**config.mk**
```make
export PLATFORM = sky130hd
export DESIGN_NAME = pll_mdrp_ctrl
export DESIGN_NICKNAME = d
export VERILOG_FILES = /design/src/rtl/pll_mdrp_ctrl.sv
export SDC_FILE = /design/constraint.sdc
export NUM_CORES = 1
export LEC_CHECK = 0
export BUFFER_PORTS_ARGS = -buffer_cell sky130_fd_sc_hd__buf_4
export CORE_AREA = 3 3 87 110
export CTS_BUF_LIST = sky130_fd_sc_hd__clkbuf_8
export DETAILED_ROUTE_END_ITERATION = 10
export DIE_AREA = 0 0 90 113
export PLACE_DENSITY_LB_ADDON = 0.15
export SLEW_MARGIN = 25
export SYNTH_ARGS = -nofsm -noshare
export SYNTH_HDL_FRONTEND = slang
export SYNTH_SLANG_ARGS = --single-unit
```
**constraint.sdc**
```tcl
create_clock -name clk -period 7.2 [get_ports clk]
set_input_delay 0.36 -clock clk [delete_from_list [all_inputs] [get_ports clk]]
set_output_delay 0.36 -clock clk [all_outputs]
set_load 0.02 [all_outputs]
```
**src/rtl/pll_mdrp_ctrl.sv**
```systemverilog
// pll_mdrp_ctrl: initiator for the GW5A PLLA dynamic-reconfiguration (MD) port.
// A host issues single-byte register reads/writes. Each command runs an ADDR pulse,
// then a DATA pulse. Reads add a CAPT pulse that samples md_rdo. Writes may
// optionally pulse pll_reset and then wait for lock, with a timeout.
//
// Ports:
//   clk, reset            system clock, synchronous active-high reset
//   cmd_valid/cmd_ready   command handshake (ready only in IDLE)
//   cmd_write/addr/wdata  command fields, latched on accept
//   cmd_relock            write only: run reset/lock sequence after data phase
//   rsp_valid             one-cycle completion pulse
//   rsp_rdata             last read data (held until next read)
//   rsp_err               lock timeout flag, valid with rsp_valid
//   busy                  high whenever not IDLE
//   pll_lock, pll_reset   PLL lock (async) in, PLL reset out
//   md_clk/opc/ainc/wdi   MD port outputs; md_rdo MD read data in
module pll_mdrp_ctrl #(
  parameter int unsigned CLK_DIV      = 4,
  parameter int unsigned RST_CYCLES   = 32,
  parameter int unsigned LOCK_TIMEOUT = 65536
) (
  input  logic       clk,
  input  logic       reset,
  input  logic       cmd_valid,
  output logic       cmd_ready,
  input  logic       cmd_write,
  input  logic [7:0] cmd_addr,
  input  logic [7:0] cmd_wdata,
  input  logic       cmd_relock,
  output logic       rsp_valid,
  output logic [7:0] rsp_rdata,
  output logic       rsp_err,
  output logic       busy,
  input  logic       pll_lock,
  output logic       pll_reset,
  output logic       md_clk,
  output logic [1:0] md_opc,
  output logic       md_ainc,
  output logic [7:0] md_wdi,
  input  logic [7:0] md_rdo
);

  localparam logic [1:0] OpcNop   = 2'b00;
  localparam logic [1:0] OpcWrite = 2'b01;
  localparam logic [1:0] OpcRead  = 2'b10;
  localparam logic [1:0] OpcAddr  = 2'b11;

  localparam logic [31:0] HalfLen   = 32'(CLK_DIV);
  localparam logic [31:0] PulseLast = 32'(2 * CLK_DIV - 1);
  localparam logic [31:0] RstLast   = 32'(RST_CYCLES - 1);
  localparam logic [31:0] LockLast  = 32'(LOCK_TIMEOUT - 1);

  typedef enum logic [2:0] {
    StIdle, StAddr, StData, StCapt, StRst, StLockw, StResp
  } state_t;

  state_t      state;
  logic [31:0] cnt;        // pulse phase, reset hold or lock-wait counter
  logic        pulse_on;   // an MD pulse is in progress
  logic        pulse_end;  // last cycle of the current pulse
  logic [7:0]  addr_q;
  logic [7:0]  wdata_q;
  logic        write_q;
  logic        relock_q;
  logic        lock_meta;
  logic        lock_s;

  assign pulse_end = pulse_on && (cnt == PulseLast);
  assign cmd_ready = (state == StIdle);
  assign busy      = (state != StIdle);
  assign md_ainc   = 1'b0;

  always_ff @(posedge clk) begin
    if (reset) begin
      state     <= StIdle;
      cnt       <= '0;
      pulse_on  <= 1'b0;
      addr_q    <= '0;
      wdata_q   <= '0;
      write_q   <= 1'b0;
      relock_q  <= 1'b0;
      lock_meta <= 1'b0;
      lock_s    <= 1'b0;
      rsp_valid <= 1'b0;
      rsp_rdata <= '0;
      rsp_err   <= 1'b0;
      pll_reset <= 1'b0;
      md_clk    <= 1'b0;
      md_opc    <= OpcNop;
      md_wdi    <= '0;
    end else begin
      lock_meta <= pll_lock;
      lock_s    <= lock_meta;
      rsp_valid <= 1'b0;

      // md_clk is low for the first CLK_DIV cycles of a pulse, high for the rest.
      if (pulse_on && !pulse_end) begin
        cnt    <= cnt + 32'd1;
        md_clk <= (cnt + 32'd1) >= HalfLen;
      end

      case (state)
        StIdle: begin
          if (cmd_valid) begin
            addr_q   <= cmd_addr;
            wdata_q  <= cmd_wdata;
            write_q  <= cmd_write;
            relock_q <= cmd_write && cmd_relock;
            rsp_err  <= 1'b0;
            state    <= StAddr;
          end
        end

        StAddr: begin
          if (!pulse_on) begin
            pulse_on <= 1'b1;
            cnt      <= '0;
            md_clk   <= 1'b0;
            md_opc   <= OpcAddr;
            md_wdi   <= addr_q;
          end else if (pulse_end) begin
            cnt    <= '0;
            md_clk <= 1'b0;
            md_opc <= write_q ? OpcWrite : OpcRead;
            if (write_q) md_wdi <= wdata_q;
            state  <= StData;
          end
        end

        StData: begin
          if (pulse_end) begin
            cnt    <= '0;
            md_clk <= 1'b0;
            md_opc <= OpcNop;
            if (!write_q) begin
              state <= StCapt;
            end else begin
              pulse_on <= 1'b0;
              if (relock_q) begin
                pll_reset <= 1'b1;
                state     <= StRst;
              end else begin
                rsp_valid <= 1'b1;
                state     <= StResp;
              end
            end
          end
        end

        StCapt: begin
          // Sample on the edge where md_clk falls at the end of the pulse.
          if (pulse_end) begin
            pulse_on  <= 1'b0;
            cnt       <= '0;
            md_clk    <= 1'b0;
            rsp_rdata <= md_rdo;
            rsp_valid <= 1'b1;
            state     <= StResp;
          end
        end

        StRst: begin
          if (cnt == RstLast) begin
            pll_reset <= 1'b0;
            cnt       <= '0;
            state     <= StLockw;
          end else begin
            cnt <= cnt + 32'd1;
          end
        end

        StLockw: begin
          // Lock takes priority over a timeout on the same cycle.
          if (lock_s) begin
            rsp_err   <= 1'b0;
            rsp_valid <= 1'b1;
            cnt       <= '0;
            state     <= StResp;
          end else if (cnt == LockLast) begin
            rsp_err   <= 1'b1;
            rsp_valid <= 1'b1;
            cnt       <= '0;
            state     <= StResp;
          end else begin
            cnt <= cnt + 32'd1;
          end
        end

        StResp: state <= StIdle;

        default: state <= StIdle;
      endcase
    end
  end

endmodule

```
==> results by group, run 1 <==
Flow run
  • Max-cap violations: 0

Global routing
  • First-pass GRT wire length: 17.62 mm
  • Initial antenna violation count: 0
  • GRT overflow: 0
  • Tot GR Track Use: 0.2111
  • Number of global-route vias before repair: 3516
  • Largest net degree at the start of global routing: 58

Pwr
  • Worst VDD drop: 86.00 uV
  • Total power divided by cell area: 208.1 nW/um^2
  • Leakage power: 1.885 nW

Worst setup path
  • RR Startpoint: cnt[2]
  • Crit path cell chain: nand3_1 -> or4_4 -> nor3_1 -> xor2_1 -> or4_1 -> nor4b_2 -> a31oi_1
  • Crit path capture type: flop
  • Setup crit start kind: flop
  • Crit path from: cnt[2]
  • WP data arrival: 3.38 ns
  • Largest delay share family, worst path: simple AND/OR/NAND/NOR gates
  • Largest fanout on the critical path: 9
  • Crit path buf inv count: 0
  • Worst Path Required: 7.43 ns
  • Kind of critical path: reg2reg
  • Delay of the slowest cell on the worst path: 0.57 ns
  • CP max stage cell: or4_4

Place
  • IO buf count: 53
  • Placed cell count: 656
  • Gpl congestion: 0.9097
  • Hpwl dp: 7.482 mm
  • Pre-CTS setup slack: 4.103 ns

Routing
  • Pre-Repair DR Iteration Count: 4
  • DR WL/cell: 15.86 um
  • Total wire length: 10.66 mm
  • DRT iter0 DRCs: 195
  • ANT nets after route: 0
  • DR DRC count: 0
  • Via-to-Cell Ratio: 5.753
  • Via count: 3866

Clock tree
  • Clock Tree Buf Depth: 2
  • Clock transition at the registers of the reported paths: 0.09 ns
  • CTS Root Cell: clkbuf_8
  • Total setup buffers inserted after CTS: 0
  • CTS H-tree lvls: 3
  • CTS tree: done
  • Skew-Pair Late Insertion Delay: 0.36 ns
  • Post-CTS Hold Fix Bufs: 0
  • CTS resizes: 0
  • CTS buffer count: 9
  • CTS Sinks: 78

Logic synthesis
  • Synth cell types: 62
  • Yosys warning count: 0
  • Async S/R FF share, synth: 0
  • Yosys reg bits: 78
  • Main area contributors after synthesis: dfxtp_1, nand2_1, a21oi_1
  • Avg Inst Size Synth: 7.969 um^2
  • Part of the Yosys area used for sequential elements: 0.3711
  • Largest area contributor in the netlist: dfxtp_1
  • Cell area after synthesis: 4208 um^2
  • Top_reg_cell synth: dfxtp_1
  • Share of the synthesized area in the top cell type: 0.3711
  • Synthesized net count: 560
  • EDFF count, synth: 0
  • Cells after synthesis: 528

Floorplanning
  • Die area: 10170 um^2
  • CORE AREA: 8653 um^2
  • Initial Util: 0.4863
  • Top-level port count: 55
  • Chip Height: 113 um
  • # rows: 38
  • Die X: 90 um

Hold path
  • Min-delay src: pll_lock
  • Worst min path class: in2reg

Cells and area
  • NumNets Final: 579
  • Area grow syn2layout: 13.02%
  • Final Non-Filler Cells: 672
  • Layout cells sized above 1: 0.1630
  • ANT cells: 0

Timing
  • Fin crit share: 0.4366
  • Least-Margin Pin Slew: 0.9707 ns
  • Final Hold Viols: 0
  • Min cycle time layout: 3.144 ns
  • RSZ-0062 raised after global routing: false
  • Setup TNS: 0 ns
  • Worst setup margin: 4.056 ns
  • Fmax: 0.3181 GHz
  • Normalized max-slew margin: 0.3514
  • Worst Clk Skew: 0.01225 ns
  • Final setup vio count: 0
  • Slew Viols, Final: 0

Run status
  • Outcome: completed
## final timing paths
kind | cells past startpoint | to | slack (ns)
min | 2 | lock_meta | 0.21
min reg2reg | 1 | lock_s | 0.44
max | 7 | md_clk | 4.06
max reg2reg | 7 | md_clk | 4.06
## worst register-to-register path, cell delays in order (launching register included)
cell and delay (ns):
dfxtp_1 0.50, nand3_1 0.38, or4_4 0.57, nor3_1 0.34
xor2_1 0.12, or4_1 0.56, nor4b_2 0.43, a31oi_1 0.13
## layout by cell type (no fill, tap or decap), types with 10 or more instances in the layout
master and instances:
mux2i_1 10, dfxtp_1 78, nor2_1 35, nand3_1 28, o21ai_0 14, nand2_1 84
a31oi_1 27, a21oi_1 47, xnor2_1 12, buf_4 53, nor3_1 15
## cell usage after synthesis, types with 8 or more instances
| master | instances |
|---|---|
| nor3_1 | 15 |
| o21ai_0 | 14 |
| a21oi_1 | 47 |
| buf_2 | 12 |
| nor2_1 | 35 |
| and3_1 | 8 |
| nand3_1 | 28 |
| nand4_1 | 9 |
| clkbuf_1 | 25 |
| nand2_1 | 84 |
| mux2i_1 | 10 |
| mux2_2 | 8 |
| dfxtp_1 | 78 |
| a31oi_1 | 27 |
| xnor2_1 | 12 |
## flip-flops by register name (all words and copies together), names as in the netlist, 2 cells and up
register,cells
cnt,32
md_opc,2
rsp_rdata,8
addr_q,8
md_wdi,8
state,3
wdata_q,8
## layout make-up
type                            count  area, um^2
Multi-Input combinational cell    399        2405
Tap cell                          120       150.1
Timing Repair Buffer               53       397.9
Clock inverter                      7       95.09
Clock buffer                        9       123.9
Fill cell                         844        3897
Inverter                            6       22.52
Sequential cell                    78        1562
## cells by family (layout without fill, tap and decap cells)
family / Yosys count / in the layout / share of synthesized area
AO/OA/AOI/OAI: 131 / 131 / 0.1989
XOR/XNOR: 16 / 16 / 0.03330
adder cells (fa/ha/maj): 2 / 2 / 0.005946
buffers and inverters: 51 / 75 / 0.05739
flip-flops: 78 / 78 / 0.3711
multiplexers: 18 / 18 / 0.04520
other: 1 / 1 / 0.0008912
AND/OR/NAND/NOR: 231 / 231 / 0.2872
## per-stage QoR
step | total power, mW | area (um^2) | hold WS (ns) | util
6_report | 0.9899 | 4756 | 0.2086 | 0.5496
5_1_grt | 1.035 | 4756 | 0.2178 | 0.5496
4_1_cts | 0.9987 | 4756 | 0.2046 | 0.5496
3_5_place_dp | 0.6314 | 4537 | 0.4272 | 0.5243
3_3_place_gp | 0.6280 | 4537 | 0.4226 | 0.5243
2_1_floorplan | 0.5805 | 4208 | 0.4138 | -
## per-layer routing
metal,share of wire,global-route usage
met1,0.45,0.2750
met2,0.46,0.3335
met3,0.060,0.05053
met4,0.026,0.09397
met5,0,0
## power breakdown
group / internal [mW] / switching [mW] / total [mW]
logic: 0.0583 / 0.0933 / 0.152
registers: 0.449 / 0.0197 / 0.468
clock network: 0.196 / 0.174 / 0.370
total: 0.703 / 0.287 / 0.990
Power figures use the tool's default switching activity.
==> run 2: changes to the inputs <==
clock period = 2.5 ns   (was 7.2 ns; I/O delays follow)
==> results by group, run 2 (same netlist as run 1, synthesis figures left out) <==
Run status
  • Outcome: completed

Flow run
  • Max-cap violations: 0 (unchanged)

Routing
  • Total wire length: 11.93 mm (+12%)
  • DR DRC count: 0 (unchanged)
  • DRT iter0 DRCs: 211 (+8.2%)
  • Via-to-Cell Ratio: 5.639 (-2.0%)
  • Via count: 4291 (+11%)
  • Pre-Repair DR Iteration Count: 5 (+1)
  • ANT nets after route: 0 (unchanged)
  • DR WL/cell: 15.68 um (-1.1%)

Worst setup path
  • Reg-to-reg setup timing slack: 0.06 ns (-4.00 ns)
  • Largest fanout on the critical path: 7 (-2)
  • Worst Reg2Reg Path Length in Cells: 9 (+2)
  • WP data arrival: 2.68 ns (-0.70 ns)
  • Crit path capture type: flop
  • Delay of the slowest cell on the worst path: 0.52 ns (-0.05 ns)
  • Most used cell along the critical path: buf_4
  • Crit path from: cnt[8]
  • CP endpoint: md_clk
  • Setup crit start kind: flop
  • Worst Path Required: 2.74 ns (-4.69 ns)
  • Capturing point of the worst reg2reg path: md_clk
  • Crit path cell chain: nand4_4 -> buf_4 -> nor4_4 -> buf_4 -> and3_1 -> o22ai_1 -> or4_1 -> nor4b_2 -> a31oi_1
  • Kind of critical path: reg2reg
  • CP max stage cell: or4_1
  • RR Startpoint: cnt[8]

Floorplanning
  • # rows: 38 (unchanged)
  • CORE AREA: 8653 um^2 (unchanged)
  • Die area: 10170 um^2 (unchanged)
  • Initial Util: 0.4863 (unchanged)
  • Top-level port count: 55 (unchanged)
  • Chip Height: 113 um (unchanged)
  • Die X: 90 um (unchanged)

Cells and area
  • Most common cell after layout, fill and taps aside: buf_4
  • Largest Register: cnt
  • Final core occ: 0.6387 (+0.08907)
  • Area occupied by multi-input gates: 2495 um^2 (+3.7%)
  • Area grow syn2layout: 31.34%
  • Fill cell count: 788 (-6.6%)
  • Register cell area after layout: 1574 um^2 (+0.80%)
  • Layout cells sized above 1: 0.3042 (+0.1412)
  • Commonest non-fill, non-tap cells in the layout: buf_4, nand2_1, dfxtp_1, a21oi_1, nor2_1
  • NumNets Final: 668 (+15%)
  • ANT cells: 0 (unchanged)
  • Flip-flop count of the largest register after layout: 32 (unchanged)

Timing
  • Fin crit share: 0.9761 (+0.5394)
  • Final Hold Viols: 0 (unchanged)
  • Setup TNS: 0 ns (unchanged)
  • RSZ-0062 raised after global routing: true
  • Worst Clk Skew: 0.01072 ns (-0.001529 ns)
  • Final setup vio count: 0 (unchanged)
  • Fmax: 0.4098 GHz (+29%)
  • Min cycle time layout: 2.440 ns (-0.7036 ns)
  • Slew Viols, Final: 0 (unchanged)

Global routing
  • Largest net degree at the start of global routing: 32 (-45%)
  • Number of global-route vias before repair: 4025 (+14%)
  • Initial antenna violation count: 0 (unchanged)
  • GRT overflow: 0 (unchanged)
  • Tot GR Track Use: 0.2275 (+0.01636)
  • First-pass GRT wire length: 18.93 mm (+7.5%)

Clock tree
  • CTS H-tree lvls: 3 (unchanged)
  • Clock transition at the registers of the reported paths: 0.09 ns (about the same)
  • CTS tree: done
  • CTS Sinks: 78 (unchanged)
  • Clock Tree Buf Depth: 2 (unchanged)
  • CTS Root Cell: clkbuf_8
  • Skew-Pair Late Insertion Delay: 0.36 ns (about the same)
  • CTS buffer count: 9 (unchanged)

Pwr
  • Sequential power share: 0.462 (-0.011)
  • Leakage power: 2.363 nW (+25%)
  • Comb pwr share: 0.192 (+0.039)
  • Internal: 2.005 mW (+190%)
  • Worst VDD drop: 259.2 uV (+200%)
  • Sw frac: 0.3020 (+0.01239)
  • Post-layout power: 2.872 mW (+190%)
  • Psw: 867.5 uW (+200%)
  • Power share of the clock group: 0.346 (-0.028)
  • Total power divided by cell area: 519.7 nW/um^2 (+150%)

Place
  • Hpwl dp: 8.602 mm (+15%)
  • IO buf count: 53 (unchanged)
  • Gpl congestion: 0.9347 (+2.7%)

Hold path
  • Worst min path class: in2reg
-- run 2: cell types whose count changed in the layout (fill, tap and decap cells not counted), sizes merged --
cell         previous run  this run
bufinv                  2         1
buf                    53       134
a21oi                  49        50
clkinv                  2         1
clkinvlp                1         3
dlygate4sd3             0         7
-- run 2: per-stage QoR --
stage                     std cells  area [um^2]  worst slack, ns  hold slack (ns)
after floorplan                 528         4213          0.02443           0.2532
after global placement          727         5075         -0.03310           0.3339
after detailed placement        727         5075         -0.06071           0.3450
after CTS                       750         5356          0.02143         0.004676
after global routing            761         5527         -0.04836         0.001693
final                           761         5527          0.05981          0.01008
-- run 2: cell type report --
type                            instances  area share
Multi-Input combinational cell        400      0.4514
Sequential cell                        78      0.2848
Timing Repair Buffer                  141      0.1954
Tap cell                              120     0.02717
Clock buffer                            9     0.02241
Clock inverter                          7     0.01472
Inverter                                6    0.004075
-- run 2: how the worst min path moves through the flow --
stage | startpoint | to | slack (ns) | depth (start not counted)
5_1_grt | cmd_wdata[3] | wdata_q[3] | 0.002 | 3
4_1_cts | cmd_addr[7] | addr_q[7] | 0.005 | 3
6_report | cmd_addr[2] | addr_q[2] | 0.01 | 3
3_5_place_dp | pll_lock | lock_meta | 0.34 | 2
3_3_place_gp | pll_lock | lock_meta | 0.33 | 2
2_1_floorplan | pll_lock | lock_meta | 0.25 | 1
-- run 2: power groups by stage --
stage                     clock [mW]  sequential [mW]  combinational, mW
final                          0.993             1.33              0.552
after global routing            1.07             1.33              0.604
after CTS                       1.01             1.33              0.542
after detailed placement           0             1.36              0.531
after global placement             0             1.35              0.525
after floorplan                    0             1.36              0.311
-- run 2: what timing repair did --
action	CTS	global route
hold endpoints to repair	7	0
pin swaps	0	12
buffers inserted	0	10
setup endpoints to repair	19	54
gates cloned	0	1
hold buffers	7	0
resized for setup	1	26
-- run 2: critical path: cells and delay by family, from the launching register on --
kind | cells | cell delay, ns
simple gates | 5 | 1.37
flops | 1 | 0.38
buf+inv | 2 | 0.36
compound gates | 2 | 0.20
-- run 2: layer usage --
metal	global-route usage	wire, um	vias to the layer above
li1	-	-	2121
met1	0.2660	4961	2005
met2	0.3983	5966	143
met3	0.05386	711	22
met4	0.09704	294	0
met5	0	0	-
